<file path="src/rtl/bit_serializer_piso.sv">
// Parallel-in/serial-out word serializer, MSB first, with a one-word pending buffer for gapless streaming.
// Optional feature macro PISO_PARITY_EN: appends an even-parity bit after each word's LSB.
`timescale 1ns/1ps

module bit_serializer_piso #(
  parameter int WIDTH = 8
) (
  input  logic             clk,
  input  logic             rst,
  input  logic [WIDTH-1:0] din,
  input  logic             din_valid,
  output logic             din_ready,
  input  logic             bit_en,
  output logic             ser_out,
  output logic             ser_valid,
  output logic             busy,
  output logic             word_done
);

`ifdef PISO_PARITY_EN
  localparam int FRAME = WIDTH + 1;
`else
  localparam int FRAME = WIDTH;
`endif
  localparam int CW = $clog2(WIDTH + 1);
  localparam logic [CW-1:0] LAST_IDX = CW'(FRAME - 1);

  typedef enum logic {IDLE, SHIFT} state_t;

  state_t           r_state;
  logic [WIDTH-1:0] r_pend;
  logic             r_pend_v;
  logic [FRAME-1:0] r_shreg;
  logic [CW-1:0]    r_bit_cnt;
  logic             r_word_done;

  logic             w_xfer;
  logic [FRAME-1:0] w_frame;

  // Frame image loaded into the shifter; the parity bit is taken from the word at load time.
`ifdef PISO_PARITY_EN
  assign w_frame = {r_pend, ^r_pend};
`else
  assign w_frame = r_pend;
`endif

  assign din_ready = rst & ~r_pend_v;
  assign w_xfer    = din_valid & din_ready;
  assign ser_valid = rst & (r_state == SHIFT);
  assign ser_out   = ser_valid & r_shreg[FRAME-1];
  assign busy      = rst & ((r_state == SHIFT) | r_pend_v);
  assign word_done = r_word_done;

  always_ff @(posedge clk) begin
    if (!rst) begin
      // NOTE: r_pend is data qualified by r_pend_v, so it is deliberately left out of reset.
      r_state     <= IDLE;
      r_pend_v    <= 1'b0;
      r_shreg     <= '0;
      r_bit_cnt   <= '0;
      r_word_done <= 1'b0;
    end else begin
      r_word_done <= 1'b0;
      // A transfer only happens with r_pend_v low, so it never collides with a load below.
      if (w_xfer) begin
        r_pend   <= din;
        r_pend_v <= 1'b1;
      end
      case (r_state)
        IDLE: begin
          if (r_pend_v) begin
            r_shreg   <= w_frame;
            r_pend_v  <= 1'b0;
            r_bit_cnt <= LAST_IDX;
            r_state   <= SHIFT;
          end
        end
        SHIFT: begin
          if (bit_en) begin
            if (r_bit_cnt != '0) begin
              r_shreg   <= r_shreg << 1;
              r_bit_cnt <= r_bit_cnt - CW'(1);
            end else begin
              r_word_done <= 1'b1;
              if (r_pend_v) begin
                r_shreg   <= w_frame;
                r_pend_v  <= 1'b0;
                r_bit_cnt <= LAST_IDX;
              end else begin
                r_state <= IDLE;
              end
            end
          end
        end
      endcase
    end
  end

endmodule

</file>
<file path="config.mk">
export PLATFORM = sky130hd
export DESIGN_NAME = bit_serializer_piso
export DESIGN_NICKNAME = d
export VERILOG_FILES = /design/src/rtl/bit_serializer_piso.sv
export SDC_FILE = /design/constraint.sdc
export NUM_CORES = 1
export LEC_CHECK = 0
export CAP_MARGIN = 30
export CORE_MARGIN = 4
export CORE_UTILIZATION = 51
export CTS_CLUSTER_SIZE = 28
export DETAILED_ROUTE_END_ITERATION = 8
export PLACE_DENSITY_LB_ADDON = 0.1
export SLEW_MARGIN = 40
export SYNTH_ARGS = -nofsm -noshare
export SYNTH_HDL_FRONTEND = slang
export SYNTH_SLANG_ARGS = --single-unit
</file>
<file path="constraint.sdc">
create_clock -name clk -period 3.2 [get_ports clk]
set_input_delay 0.64 -clock clk [delete_from_list [all_inputs] [get_ports clk]]
set_output_delay 0.64 -clock clk [all_outputs]
set_load 0.01 [all_outputs]
</file>
# Yosys cells after proc, flatten, opt, wreduce, memory -nomap -nowiden
# Cells that the tools add are included.
# totals
ff_bits	23
out_inout_bits	5
elab_cells	37
# op_classes
reduce_logical	3
bitwise_logic	8
eq_ne	1
n_mux	18
add_sub_neg	1
# op_table
op	n
8-bit two-way mux	3
8-bit case mux with 2 select lines	1
4-bit two-way mux	3
1-bit two-way mux	8
4-bit case mux with 2 select lines	1
1-bit AND	5
1-bit case mux with 2 select lines	2
4-bit nonzero test	1
4-bit by 1-bit subtractor with 4-bit output (second input constant)	1
3-bit AND reduction	1
2-bit != test (second input constant)	1
1-bit inverter	2
2-bit AND reduction	1
1-bit OR	1

# Logic depth before layout (Yosys ltp)
# depth
depth_word	8
depth_mapped	6

# Worst setup path after synthesis
# OpenSTA, ideal clock, no wires.
# synth_timing
path_type	input -> output
start	input port rst
end	output port ser_out
path_slack_ns	1.475
arrival_ns	1.085
stages	2
n_path_buf	1
cell_sequence	clkbuf_1 -> and3_1
# synth_via
elab_chain_cells	2
# synth_lines
element	line	text
start: declaration	9	input logic rst,
1-bit AND	49	assign ser_valid = rst & (r_state == SHIFT);
1-bit AND	50	assign ser_out = ser_valid & r_shreg[FRAME-1];
end: declaration	14	output logic ser_out,
# Every way passes these cells.

# Worst setup path after layout
# layout_timing
start	input port rst
end	output port busy
# layout_via
elab_chain_cells	1
# layout_lines
element	line	text
1-bit AND	51	assign busy = rst & ((r_state == SHIFT) | r_pend_v);
end: declaration	16	output logic busy,
# Every way passes these cells.

==> results.py <==
metrics = {
    "power_and_ir_drop": {
        "pwr-share-seq": 0.588,
        "combinationalPowerShare": 0.184,
        "power_switching_mw": 0.152,
        "peakVddDrop_v": 0.000336,
        "swShare": 0.263,
        "internal_power_mw": 0.425,
        "power_density_nw_per_um2": 479,
        "pwr-share-clk": 0.228,
        "p_leak_nw": 0.443,
    },
    "setup_path": {
        "critPathRequiredTime_ns": 2.56,
        "crit_arrival_ns": 1.99,
        "path_class": "in2out",
        "critPathMaxFanout": 6,
        "start_kind": "primary input",
        "worstSetupEndpointType": "output pin",
    },
    "clock_network": {
        "numCtsBuffers": 3,
        "clock_path_buffers": 2,
        "cts_tree": "done",
        "path_clk_slew_ns": 0.12,
        "cts.sinks": 23,
        "clock-root-buffer": "clkbuf_4",
        "htree_num_levels": 1,
        "postCtsSetupBuffers": 0,
        "cts_resized": 0,
        "insertion_delay_ns": 0.30,
        "cts_hold_buf": 0,
    },
    "placed_design": {
        "gp_congestion": 0.812,
        "placed_area_um2": 1180,
        "io_buffer_count": 16,
        "place_hpwl_mm": 1.32,
    },
    "yosys": {
        "synth_edf_count": 8,
        "ys_seq_area_frac": 0.538,
        "synth.largest_area_cell": "dfxtp_1",
        "synthFlopType": "dfxtp_1",
        "syn_area_per_cell_um2": 11.4,
        "synth_compound_area_frac": 0.260,
        "synth_common_cells": "dfxtp_1, o31a_1, edfxtp_1",
        "synth_seq_cells": 23,
        "yosys.area_share.adder": 0.0125,
        "synth.distinct_cells": 30,
        "synthMuxAreaShare": 0.0112,
        "synth.area.top_cells": "dfxtp_1, edfxtp_1, o221a_2",
        "ys_warn_count": 0,
        "post_synth_inst_count": 88,
        "synth_top_family_by_area": "compound AO/OA/AOI/OAI gates",
        "synthSimpleGateAreaFrac": 0.134,
        "synth_top_area_frac": 0.299,
        "ys_async_sr_fraction": 0,
        "synthXorXnorAreaFrac": 0,
        "syn_area_um2": 1000,
        "synth_most_common_cell": "dfxtp_1",
        "synthesis.nets": 101,
    },
    "floorplan": {
        "die_h_um": 52.4,
        "core_um2": 1800,
        "die-area_um2": 2740,
        "die_width_um": 52.4,
        "row_count": 15,
        "io_pins": 17,
        "initial_core_util": 0.558,
    },
    "global_routing": {
        "antenna_found_initial": 0,
        "grt_pass1_vias": 800,
        "use_met2": 0.293,
        "grt_pass1_wl_mm": 3.33,
        "grt-busiest-layer": "met2",
        "use_met1": 0.186,
        "grt_max_degree": 14,
        "globalRouteMet3Util": 0.0342,
        "grt-ovfl-total": 0,
        "grt_use_total": 0.166,
    },
    "timing": {
        "finalSetupTns_ns": 0,
        "drv_slew": 0,
        "max_slew_margin": 0.476,
        "finalHoldViolCount": 0,
        "final-setup-viol-count": 0,
        "period_share": 0.820,
        "fin_crit_ns": 2.63,
        "fmaxAchievable_mhz": 381,
        "tightest_slew_ns": 0.783,
        "rsz0062_at_grt": "false",
        "final.setup_skew_ns": 0.00182,
    },
    "final_layout": {
        "multi_input_area_um2": 420,
        "area_delta_synth_final_pct": 20.1,
        "drive_gt1_frac": 0.183,
        "diodes": 0,
        "nNetsFinal": 118,
        "seqCellArea_um2": 541,
        "design_area_um2": 1210,
        "fillers": 165,
    },
    "route": {
        "drt_iter0_drc": 15,
        "routed_wl_mm": 1.85,
        "post_drt_wl_per_cell_um": 14.4,
        "final_antenna_net_count": 0,
        "vias": 749,
        "firstDrtPassIters": 4,
        "routed_via_density": 5.81,
        "drc": 0,
    },
    "hold_path": {
        "min_path_type": "reg2reg",
    },
    "run": {
        "cap_viol_max_count": 0,
    },
    "status": {
        "outcome": "finished clean",
    },
}
==> state kept, by name (all words and copies together), names as in the netlist <==
name,cells
r_bit_cnt,4
r_pend,8
r_pend_v,1
r_shreg,8
r_state,1
word_done,1
==> kinds of logic after synthesis <==
family	after synthesis
compound gates	32
mux	1
fa+ha+maj	1
buf+inv	10
simple gates	21
flops	23
==> through the flow <==
step,utilization,setup WS [ns],total power [mW],instances,hold WS [ns]
6_report,0.669,0.574,0.577,129,0.511
5_1_grt,0.669,0.506,0.609,129,0.546
3_3_place_gp,0.654,0.615,0.449,125,0.478
4_1_cts,0.669,0.561,0.585,129,0.514
3_5_place_dp,0.654,0.560,0.452,125,0.484
2_1_floorplan,-,1.47,0.417,88,0.458
==> area by class of cell <==
cell class / instances / share of cell area
well taps: 25 / 0.0259
flip-flops and latches: 23 / 0.448
inverters: 5 / 0.0156
clock buffers: 3 / 0.0187
multi-input cells: 55 / 0.349
clock inverters: 1 / 0.00415
repair buffers: 17 / 0.139
==> worst paths after layout <==
check	endpoint	cells after the start	slack, ns	start
hold / removal	r_bit_cnt[1]	1	0.51	r_bit_cnt[1]
setup reg to reg	r_shreg[1]	5	1.18	r_bit_cnt[0]
hold reg to reg	r_bit_cnt[1]	1	0.51	r_bit_cnt[1]
setup / recovery	busy	4	0.57	rst
==> critical path, cell delays in order <==
cell and delay [ns]:
clkdlybuf4s50_1 0.50, inv_1 0.12, a21oi_1 0.16, clkdlybuf4s50_1 0.56
==> routing by layer <==
| metal | routed length (um) | up-vias |
|---|---|---|
| li1 | - | 375 |
| met1 | 846 | 355 |
| met2 | 922 | 15 |
| met3 | 55 | 4 |
| met4 | 27 | 0 |
| met5 | 0 | - |
==> power by group through the flow <==
| stage | logic (mW) | clock network [mW] | registers, mW |
|---|---|---|---|
| finish | 0.106 | 0.132 | 0.340 |
| global route | 0.119 | 0.147 | 0.343 |
| global placement | 0.103 | 0 | 0.345 |
| detailed placement | 0.106 | 0 | 0.346 |
| CTS | 0.106 | 0.139 | 0.340 |
| floorplan | 0.0774 | 0 | 0.339 |
==> cell usage in the layout (no fill, tap or decap), drive strengths merged, types with 3 or more instances in the layout <==
cell	count
nor2	3
clkbuf	3
inv	5
clkdlybuf4s50	16
o31a	9
a21oi	4
o221a	7
dfxtp	15
edfxtp	8
o21ai	6
and3	5
No activity file was read; power rests on OpenSTA's default activity.
